--- src/rtl/bnn_pkg.sv ---
// rtl/bnn_pkg.sv - shared helpers for the bnn_fcc input binarizer
package bnn_pkg;

  function automatic int ppb(input int bus_width, input int data_width);
    return bus_width / data_width;
  endfunction

  function automatic int words_per_image(input int image_size, input int parallel_inputs);
    return (image_size + parallel_inputs - 1) / parallel_inputs;
  endfunction

  // Width able to hold values 0..max_val inclusive
  function automatic int cnt_width(input int max_val);
    return (max_val < 2) ? 1 : $clog2(max_val + 1);
  endfunction

  function automatic logic binarize(input logic [31:0] pixel, input logic [31:0] thr);
    return pixel >= thr;
  endfunction

endpackage

--- src/rtl/bnn_input_binarizer.sv ---
// rtl/bnn_input_binarizer.sv - thresholds streamed pixels to bits and packs them into words
module bnn_input_binarizer
  import bnn_pkg::*;
#(
  parameter int          INPUT_DATA_WIDTH = 16,
  parameter int          INPUT_BUS_WIDTH  = 32,
  parameter int          PARALLEL_INPUTS  = 8,
  parameter int          IMAGE_SIZE       = 784,
  parameter int unsigned BIN_THRESHOLD    = 32'd1 << (INPUT_DATA_WIDTH - 1)
) (
  input  logic                         clk,
  input  logic                         rst,
  input  logic                         in_valid,
  output logic                         in_ready,
  input  logic [INPUT_BUS_WIDTH-1:0]   in_data,
  input  logic [INPUT_BUS_WIDTH/8-1:0] in_keep,
  input  logic                         in_last,
  output logic                         out_valid,
  input  logic                         out_ready,
  output logic [PARALLEL_INPUTS-1:0]   out_data,
  output logic                         out_last,
  output logic                         err
);

  localparam int PPB    = ppb(INPUT_BUS_WIDTH, INPUT_DATA_WIDTH);
  localparam int P      = PARALLEL_INPUTS;
  localparam int FILL_W = cnt_width(P);
  localparam int CNT_W  = cnt_width(IMAGE_SIZE);

  if (P % PPB != 0) begin : g_bad_parallel
    $error("PARALLEL_INPUTS must be a multiple of pixels per beat");
  end
  if (IMAGE_SIZE % PPB != 0) begin : g_bad_image
    $error("IMAGE_SIZE must be a multiple of pixels per beat");
  end

  logic [P-1:0]      acc_q, acc_d;
  logic [FILL_W-1:0] fill_q, fill_d;
  logic [CNT_W-1:0]  pixel_cnt_q, pixel_cnt_d;
  logic              out_valid_q, out_valid_d;
  logic [P-1:0]      out_data_q, out_data_d;
  logic              out_last_q, out_last_d;
  logic              err_q, err_d;

  logic [PPB-1:0]    beat_bits;
  logic [P-1:0]      acc_merged;
  logic [FILL_W-1:0] fill_next;
  logic [CNT_W-1:0]  cnt_next;
  logic              image_end;
  logic              word_full;
  logic              beat_accept;

  assign in_ready    = !out_valid_q || out_ready;
  assign beat_accept = in_valid && in_ready;

  always_comb begin
    beat_bits = '0;
    for (int j = 0; j < PPB; j++) begin
      beat_bits[j] = binarize(32'(in_data[j*INPUT_DATA_WIDTH +: INPUT_DATA_WIDTH]), BIN_THRESHOLD);
    end
    // Fill is always a multiple of PPB and the accumulator is cleared on close, so OR-in is safe
    acc_merged = acc_q | (P'(beat_bits) << fill_q);
    fill_next  = fill_q + FILL_W'(PPB);
    cnt_next   = pixel_cnt_q + CNT_W'(PPB);
    image_end  = (cnt_next == CNT_W'(IMAGE_SIZE));
    word_full  = (fill_next == FILL_W'(P));
  end

  always_comb begin
    acc_d       = acc_q;
    fill_d      = fill_q;
    pixel_cnt_d = pixel_cnt_q;
    out_valid_d = out_valid_q && !out_ready;
    out_data_d  = out_data_q;
    out_last_d  = out_last_q;
    err_d       = err_q;

    if (beat_accept) begin
      if (image_end || word_full) begin
        out_valid_d = 1'b1;
        out_data_d  = acc_merged;
        out_last_d  = image_end;
        acc_d       = '0;
        fill_d      = '0;
        pixel_cnt_d = image_end ? '0 : cnt_next;
      end else begin
        acc_d       = acc_merged;
        fill_d      = fill_next;
        pixel_cnt_d = cnt_next;
      end
      // Framing comes from the pixel counter; in_last and in_keep are only audited
      if ((in_last != image_end) || (in_keep != '1)) begin
        err_d = 1'b1;
      end
    end
  end

  always_ff @(posedge clk or posedge rst) begin
    if (rst) begin
      acc_q       <= '0;
      fill_q      <= '0;
      pixel_cnt_q <= '0;
      out_valid_q <= 1'b0;
      out_data_q  <= '0;
      out_last_q  <= 1'b0;
      err_q       <= 1'b0;
    end else begin
      acc_q       <= acc_d;
      fill_q      <= fill_d;
      pixel_cnt_q <= pixel_cnt_d;
      out_valid_q <= out_valid_d;
      out_data_q  <= out_data_d;
      out_last_q  <= out_last_d;
      err_q       <= err_d;
    end
  end

  assign out_valid = out_valid_q;
  assign out_data  = out_data_q;
  assign out_last  = out_last_q;
  assign err       = err_q;

endmodule

--- config.mk ---
export PLATFORM = sky130hd
export DESIGN_NAME = bnn_input_binarizer
export DESIGN_NICKNAME = d
export VERILOG_FILES = /design/src/rtl/bnn_pkg.sv /design/src/rtl/bnn_input_binarizer.sv
export SDC_FILE = /design/constraint.sdc
export NUM_CORES = 1
export LEC_CHECK = 0
export ABC_AREA = 0
export CAP_MARGIN = 20
export CORE_ASPECT_RATIO = 0.6
export CORE_MARGIN = 8
export CORE_UTILIZATION = 50
export CTS_BUF_LIST = sky130_fd_sc_hd__clkbuf_4
export DETAILED_ROUTE_END_ITERATION = 16
export PLACE_DENSITY = 0.9
export SETUP_SLACK_MARGIN = 0.05
export SYNTH_ARGS = -nofsm -noshare
export SYNTH_HDL_FRONTEND = slang
export SYNTH_SLANG_ARGS = --single-unit
--- constraint.sdc ---
create_clock -name clk -period 3.4 [get_ports clk]
set_clock_uncertainty 0.2 [all_clocks]
set_input_delay 0.68 -clock clk [delete_from_list [all_inputs] [get_ports clk]]
set_output_delay 0.68 -clock clk [all_outputs]
set_load 0.05 [all_outputs]
==> results of run 1 <==
[state kept, by name (all words and copies together) (netlist names)]
register     flops
pixel_cnt_q      9
acc_q            8
out_data         8
fill_q           3
err              1
out_last         1
out_valid        1
[cell usage in the layout, fill, tap and decap left out, types with 2 or more instances in the layout]
master,count
dfrtp_1,31
clkdlybuf4s50_1,21
nand2_1,15
nor2_1,13
a21oi_1,9
inv_1,9
a31oi_1,8
mux2i_1,8
clkbuf_4,6
nor2b_1,5
and2_1,4
xor2_1,4
nor3_1,4
a22o_1,4
o21ai_0,4
buf_4,4
xnor2_1,3
nand3_1,3
o31ai_1,2
nor4_1,2
and3_1,2
nor3b_1,2
o41ai_1,2
nand4_1,2
ha_1,2
clkinv_1,2
[through the flow]
step                hold WS [ns]  area, sq um
floorplan                  0.263         1560
global placement           0.276         1800
detailed placement         0.292         1800
CTS                        0.325         1850
global route               0.337         1850
finish                     0.322         1850
[worst max path at each step]
stage / to / startpoint / cells after the start
3_3_place_gp: out_data[1] / out_ready / 7
6_report: out_data[1] / out_ready / 7
4_1_cts: out_data[1] / out_ready / 7
3_5_place_dp: out_data[1] / out_ready / 7
5_1_grt: out_data[1] / pixel_cnt_q[1] / 8
2_1_floorplan: out_data[1] / out_ready / 8
[cells by family (layout without fill, tap and decap cells)]
group                      Yosys count  in the layout
and+or+nand+nor                     57             57
DFF                                 31             31
muxes                                9              9
adders and majority gates            2              2
buffers and inverters               16             42
AOI/OAI and AO/OA                   35             35
xor gates and xnor gates             7              7
[critical path, cell delays in order]
cell and delay (ns):
clkdlybuf4s50_1 0.46, nand2b_1 0.20, and2_1 0.40, nand3_1 0.20
a21bo_1 0.22, buf_4 0.23, mux2i_1 0.22
[layer usage]
layer	part of all wire [%]	vias to the layer above	GRT usage, %
li1	-	607	-
met1	46	592	18.8
met2	44	70	20.8
met3	8.8	5	3.87
met4	1.2	0	5.25
met5	0	-	0
[cell type report]
type                       count  area [sq um]  share of cell area, %
clock buffer                   6          45.0                   2.43
tap                           42          52.6                   2.84
clock inverter                 2          7.51                  0.405
sequential                    31           776                   41.9
multi-input combinational    110           697                   37.6
timing repair buffer          25           240                   13.0
inverter                       9          33.8                   1.82
[where the power goes]
| part | internal, uW | total (uW) | leakage [uW] | switching (uW) |
|---|---|---|---|---|
| Clock | 84.5 | 206 | 0.0000307 | 121 |
| Combinational | 297 | 765 | 0.000409 | 467 |
| Sequential | 529 | 699 | 0.000363 | 170 |
| Total | 910 | 1670 | 0.000803 | 759 |
==> impl_results.md, run 1 <==
* Status: completed
* Pre-Repair DR Iteration Count at 4
* Hold Path Origin: acc_q[0]
* Routed wire length at ~3.4 mm
* Hold depth at 2
* Crit. End Element: flip-flop
* Routed Antenna Nets at 0
* Fraction of layout cells with a size suffix above 1 at under 10%
* WL per Instance at around 15 um
* Worst-Margin Slew at between 0.5 and 0.6 ns
* Area growth syn-to-layout at 19.0%
* Final Net Count at about 230
* Prevailing post-synth register cell: dfrtp_1
* Clk root buf: clkbuf_4
* Final Max Slew Viols at 0
* VDD IR max at around 0.43 mV
* WS Path Type: primary input to flip-flop
* Fin crit period at roughly 2.6 ns
* Cells after Synth at 157
* Core Area at 2910 sq um
* Synth area leaders: dfrtp_1 50%, mux2i_1 5.1%, nand2_1 3.6%
* Final worst-path cycle share at approximately 75%
* Final-report hold violation count at 0
* Final Util at 63.7%
* Post-Syn Area at 1560 sq um
* Slack of the worst reg-to-reg path at about 0.89 ns
* FF-to-FF End: fill_q[1]
* Initial antenna violation count at 0
* I/O Pins at 53
* Antenna diode count at 0
* Synth cell count leaders: 31 x dfrtp_1, 15 x nand2_1, 13 x nor2_1
* Setup violations, final at 0
* Synth Area in XOR/XNOR at between 3 and 4%
* Setup TNS at 0 ns
* CP Data Required Time at ~3.4 ns
* Congestion Overflow GR at 0
* Yosys top cell area share at between 40% and 50%
* Power density cells at roughly 900 nW/um^2
* CTS H-tree lvls at 2
* Vias in the first global route at approximately 1200
* First-pass GRT wire length at roughly 5.7 mm
* DP HPWL at between 2 and 2.5 mm
* Compound-Gate Fraction of Synth Area at around 15%
* Post-synth cell types at 39
* # hold bufs at CTS at 0
* Post-synthesis register bit count at 31
* RSZ-0062 raised after global routing: no
* Simple-gate share of the synthesized area at 18.6%
* Most common cell in the synthesized netlist: dfrtp_1
* Number of core rows at 15
* Die area at 5210 sq um
* Starting Density at a little over half
* DRC at 0
* # Max-Cap Violations at 0
* Register area share after synthesis at about half
* Post-synthesis async set-or-reset flop share at 100%
* Vias per cell at between 5 and 6
* Area share of fa/ha/maj cells after synthesis at 1.61%
* Rel. slew slack at between 60% and 70%
* Largest family of logic cells by synthesized area: simple AND/OR/NAND/NOR gates
* Mux contribution to synthesized area at roughly 5.9%
* Cell leakage power at between 0.0008 and 0.0009 uW
* Mean post-synth cell area at 9.91 sq um
* Synth area leader: dfrtp_1
* Min-delay worst type: flip-flop to flip-flop
* Max FO, Critical Path at 16
* Detailed-route via count at around 1300
* Critical path arrival at 2.61 ns
* Post-CTS setup buffers at 0
* R2r startpoint: pixel_cnt_q[1]
* CTS Buffer Depth at 2
* GP Congestion at a little over 0.8
* Pwr Total at ~1700 uW
* Buffers added on ports at 22
* Worst r2r path cells at 7
* Clock-pin slew on the worst setup and hold paths at ~0.090 ns
* Synth Net Count at 200
* Clk Latency, worst-skew pair at roughly 0.32 ns
* # fillers at ~230
* EDFF count, synth at 0
* Post-Layout Cell Count at between 200 and 250
* Die height at ~60 um
* Pre-CTS WS at between 0.5 and 0.6 ns
* Dpl cells at 217
* TritonCTS Buffers at 5
* Yosys warning count at 0
* Fmax at about 390 MHz
* CTS Sinks at 31
* WHS Endpoint: acc_q[0]
* Post_cts resized at 0
* DIE WIDTH at roughly 88 um
* CTS tree: yes
* Largest net degree at the start of global routing at 32
* Crit path launch type: primary input
* Setup ws final at 0.837 ns
* Initial drt markers at slightly below 200
* GRT Overall Usage at between 10 and 15%
No activity file was read; power rests on OpenSTA's default activity.
==> inputs of run 2 (changes only) <==
--- a/config.mk
+++ b/config.mk
@@ -9,10 +9,10 @@
 export CAP_MARGIN = 20
 export CORE_ASPECT_RATIO = 0.6
 export CORE_MARGIN = 8
-export CORE_UTILIZATION = 50
+export CORE_UTILIZATION = 42
 export CTS_BUF_LIST = sky130_fd_sc_hd__clkbuf_4
 export DETAILED_ROUTE_END_ITERATION = 16
-export PLACE_DENSITY = 0.9
+export PLACE_DENSITY = 0.81
 export SETUP_SLACK_MARGIN = 0.05
 export SYNTH_ARGS = -nofsm -noshare
 export SYNTH_HDL_FRONTEND = slang
==> constraint.sdc (replaced) <==
create_clock -name clk -period 2.2 [get_ports clk]
set_clock_uncertainty 0.2 [all_clocks]
set_input_delay 0.44 -clock clk [delete_from_list [all_inputs] [get_ports clk]]
set_output_delay 0.44 -clock clk [all_outputs]
set_load 0.05 [all_outputs]
==> impl_results.md, run 2 (same netlist as run 1, synthesis figures left out) <==
* Die height at 63.2 um
* Routed wire length at about 3.6 mm
* Min-delay worst type: primary input to asynchronous set/reset pin
* Starting Density at ~43%
* Rel. slew slack at ~66%
* Initial drt markers at 130
* Power density cells at about 1400 nW/um^2
* DRC at 0
* CTS Buffer Depth at 2
* Initial antenna violation count at 0
* Largest register FFs at 9
* Critical path arrival at roughly 2.2 ns
* Final worst-path cycle share at between 90% and 100%
* VDD IR max at 0.861 mV
* Die area at around 6000 sq um
* Status: completed
* DIE WIDTH at between 90 and 100 um
* # fillers at around 330
* CP Cell Sequence: ha_4 > o211ai_1 > a32oi_1 > nor3_2 > a21bo_2 > buf_12 > mux2i_1
* Area growth syn-to-layout at 33.9%
* Number of core rows at 17
* Final Max Slew Viols at 0
* Pre-Repair DR Iteration Count at 4
* DP HPWL at roughly 2.5 mm
* WP buf/inv at 1
* GP Congestion at roughly 0.80
* First-pass GRT wire length at 5.95 mm
* Crit. End Element: flip-flop
* Vias in the first global route at between 1000 and 1500
* Setup ws final at slightly above 0.07 ns
* Cell family with most CP delay: compound AO/OA/AOI/OAI gates
* CTS Sinks at 31
* Area after DPL at 1930 sq um
* Cell leakage power at 0.000934 uW
* Fraction of layout cells with a size suffix above 1 at 21.1%
* Clock-pin slew on the worst setup and hold paths at 0.10 ns
* Clk root buf: clkbuf_4
* Fin crit period at approximately 2.1 ns
* Buffers added on ports at 22
* Core Area at between 3000 and 4000 sq um
* Worst-Margin Slew at just over 0.5 ns
* Vias per cell at about 5.4
* Max incr delay on CP at ~0.45 ns
* Slowest-stage cell, CP: dfrtp_2
* Antenna diode count at 0
* CTS tree: yes
* Final-report hold violation count at 0
* CTS H-tree lvls at 2
* Most frequent cells in the layout: 26 x dfrtp_1, 18 x buf_4, 15 x nand2_1
* # Max-Cap Violations at 0
* Congestion Overflow GR at 0
* WS Path Type: flip-flop to flip-flop
* Clk Latency, worst-skew pair at between 0.3 and 0.4 ns
* GRT Overall Usage at 12.6%
* Detailed-route via count at roughly 1300
* Hold WS at around 0.24 ns
* # hold bufs at CTS at 0
* I/O Pins at 53
* Fmax at ~470 MHz
* Most common cell after layout, fill and taps aside: dfrtp_1
* WL per Instance at between 10 and 15 um
* Routed Antenna Nets at 0
* Final Util at slightly below 60%
* TritonCTS Buffers at 5
* Largest Register: pixel_cnt_q
* Setup violations, final at 0
* Design area at between 2000 and 2500 sq um
* Final Net Count at about 240
* Max FO, Critical Path at 8
* Pre-CTS WS at around 0.012 ns
* Largest net degree at the start of global routing at 32
* CP Data Required Time at between 2 and 2.5 ns
* Crit path launch type: flip-flop
* RSZ-0062 raised after global routing: yes
==> run 2: cell count changes in the layout (fill, tap and decap cells not counted), moves of 2 or more <==
cell	delta
buf_12	+3
buf_4	+14
clkdlybuf4s50_1	-11
dfrtp_1	-5
dfrtp_2	+5
dlygate4sd2_1	+7
dlymetal6s2s_1	+2
==> run 2: worst min-delay path: stages <==
cell             delay (ns)
clkdlybuf4s50_1        0.40
inv_1                  0.09
buf_12                 0.21
==> run 2: path summary, 6_finish.rpt <==
kind                                   to  slack [ns]  cells past startpoint           start
max reg2reg                   out_data[3]        0.07                      7  pixel_cnt_q[2]
min in group clk                 acc_q[7]        0.31                      2        acc_q[7]
max in group asynchronous  pixel_cnt_q[2]        1.37                      3             rst
min                           out_data[4]        0.24                      3             rst
max                           out_data[3]        0.07                      7  pixel_cnt_q[2]
min reg2reg                      acc_q[7]        0.31                      2        acc_q[7]
==> run 2: layout make-up <==
cell class,count,area (sq um),share of cell area (%)
Clock buffer,5,37.5,1.80
Clock inverter,3,38.8,1.86
Inverter,9,33.8,1.62
Multi-Input combinational cell,110,727,34.9
Sequential cell,31,782,37.5
Tap cell,47,58.8,2.82
Timing Repair Buffer,41,407,19.5
==> run 2: per-layer routing <==
layer / global-route usage, % / vias to the layer above / share of wire, %
li1: - / 638 / -
met1: 19.0 / 636 / 52
met3: 4.37 / 5 / 8.1
met2: 15.4 / 44 / 39
met5: 0 / - / 0
met4: 5.22 / 0 / 1.3
==> run 2: through the flow <==
| step | power, uW | instances | setup TNS [ns] |
|---|---|---|---|
| after floorplan | 1920 | 157 | 0 |
| after global placement | 2320 | 233 | 0 |
| after detailed placement | 2360 | 233 | 0 |
| after CTS | 2760 | 241 | 0 |
| after global routing | 3060 | 246 | -0.122 |
| final | 2860 | 246 | 0 |
==> run 2: repair_timing <==
item,CTS,global route
pin swaps,1,3
resized for setup,7,12
setup buffers,0,4
gates cloned,0,1
endpoints found under the setup margin,18,23
==> run 2: where the power goes <==
part | total, uW | leakage (uW) | internal [uW] | switching (uW)
Sequential | 1040 | 0.000357 | 826 | 217
Combinational | 1380 | 0.000534 | 573 | 810
Clock | 435 | 0.0000426 | 234 | 201
==> inputs of run 3 (changes only) <==
--- a/config.mk
+++ b/config.mk
@@ -8,7 +8,7 @@
 export ABC_AREA = 0
 export CAP_MARGIN = 20
 export CORE_ASPECT_RATIO = 0.6
-export CORE_MARGIN = 8
+export CORE_MARGIN = 5
 export CORE_UTILIZATION = 42
 export CTS_BUF_LIST = sky130_fd_sc_hd__clkbuf_4
 export DETAILED_ROUTE_END_ITERATION = 16
==> impl_results.md, run 3 (same netlist as run 1, synthesis figures left out) <==
* Status: completed
* CTS Sinks at 31
* Clk Latency, worst-skew pair at around 0.32 ns
* Setup violations, final at 0
* Largest net degree at the start of global routing at 32
* Top Layer Used: met4
* Worst-Margin Slew at about 0.52 ns
* Power density cells at approximately 1300 nW/um^2
* WS Path Type: flip-flop to output pin
* Core Area at between 3000 and 4000 sq um
* Vias per cell at 5.41
* # Max-Cap Violations at 0
* Number of core rows at 17
* Met2 WL at approximately 1.5 mm
* CTS Buffer Depth at 2
* Routed Antenna Nets at 0
* Slowest-stage cell, CP: clkdlybuf4s50_1
* Antenna diode count at 0
* CTS H-tree lvls at 2
* Cell leakage power at approximately 0.00095 uW
* Multi-input logic area at roughly 730 sq um
* Cell family with most CP delay: buffers and inverters
* Congestion Overflow GR at 0
* VDD IR max at around 0.75 mV
* RSZ-0062 raised after global routing: yes
* Routed wire length at around 3.7 mm
* Area growth syn-to-layout at 33.5%
* Crit path launch type: flip-flop
* FF/Latch Area at 781 sq um
* Vias in the first global route at approximately 1300
* WL met1 at approximately 1.8 mm
* CP Data Required Time at 1.56 ns
* Starting Density at between 40% and 50%
* Clk root buf: clkbuf_4
* DRC at 0
* I/O Pins at 53
* # fillers at 300
* Critical path arrival at 1.46 ns
* Fin crit period at 2.10 ns
* Pre-CTS WS at -0.0309 ns
* Pre-Repair DR Iteration Count at 4
* Min-delay worst type: primary input to asynchronous set/reset pin
* Metal3 WL at between 300 and 400 um
* Setup TNS at 0 ns
* GRT Overall Usage at 15.6%
* Initial drt markers at approximately 140
* Final Max Slew Viols at 0
* WL per Instance at roughly 15 um
* Initial antenna violation count at 0
* GP Congestion at about 0.81
* Most frequent cells in the layout: 27 x dfrtp_1, 21 x buf_4, 15 x nand2_1
* Detailed-route via count at around 1300
* WP buf/inv at 1
* Rel. slew slack at between 60% and 70%
* Fraction of layout cells with a size suffix above 1 at 21.5%
* Largest register FFs at 9
* Buffers added on ports at 22
* DIE WIDTH at 88.6 um
* Fmax at around 480 MHz
* Max incr delay on CP at around 0.80 ns
* Die area at approximately 5100 sq um
* Crit. End Element: output pin
* Setup ws final at around 0.1 ns
* Final-report hold violation count at 0
* Most common cell after layout, fill and taps aside: dfrtp_1
* First-pass GRT wire length at ~6 mm
* Largest Register: pixel_cnt_q
* Max FO, Critical Path at 2
* DP HPWL at around 2.6 mm
* CP Cell Sequence: clkdlybuf4s50_1
* Die height at between 50 and 60 um
* CTS tree: yes
* Final Net Count at roughly 240
* Clock-pin slew on the worst setup and hold paths at 0.09 ns
* TritonCTS Buffers at 5
* Final worst-path cycle share at about 96%
## run 3: timing repair
action                     4_1_cts  5_1_grt
pin swaps                        1        1
gates cloned                     0        1
hold endpoints to repair         0        0
setup endpoints to repair       14       20
gates resized for setup          1       18
buffers inserted                 1        3
hold buffers                     0        0
## run 3: metrics by stage
step	power [uW]	util [%]	std cells	area (sq um)	hold WS (ns)
after floorplan	1920	-	157	1570	0.263
after global placement	2320	53.4	235	1930	0.274
after detailed placement	2370	53.4	235	1930	0.287
after CTS	2670	54.9	243	1980	0.310
after global routing	2970	57.5	247	2080	0.322
final	2760	57.5	247	2080	0.300
## run 3: layout make-up
type                       instances  share of cell area, %
multi-input combinational        110                   35.1
clock buffer                       5                   1.81
tap                               47                   2.83
sequential                        31                   37.6
inverter                           9                   1.63
timing repair buffer              43                   20.7
clock inverter                     2                  0.421
## run 3: final timing paths
path                            cells after the start  slack [ns]             end      startpoint
min in group clk                                    2        0.31        acc_q[0]        acc_q[0]
worst max register to register                      8         0.1     out_data[2]  pixel_cnt_q[4]
worst min register to register                      2        0.31        acc_q[0]        acc_q[0]
worst min-delay path                                3        0.30  pixel_cnt_q[2]             rst
max in group asynchronous                           3        1.19  pixel_cnt_q[7]             rst
worst max-delay path                                1         0.1     out_data[7]     out_data[7]
## run 3: routing by layer
metal | GRT usage (%) | up-vias
met4 | 3.66 | 0
met2 | 20.1 | 57
met5 | 0 | -
met1 | 24.4 | 631
li1 | - | 646
met3 | 5.48 | 2
## run 3: power breakdown
part / total [uW] / internal [uW] / switching [uW]
registers: 1030 / 824 / 205
logic: 1430 / 610 / 819
clock network: 304 / 113 / 191
total: 2760 / 1550 / 1210
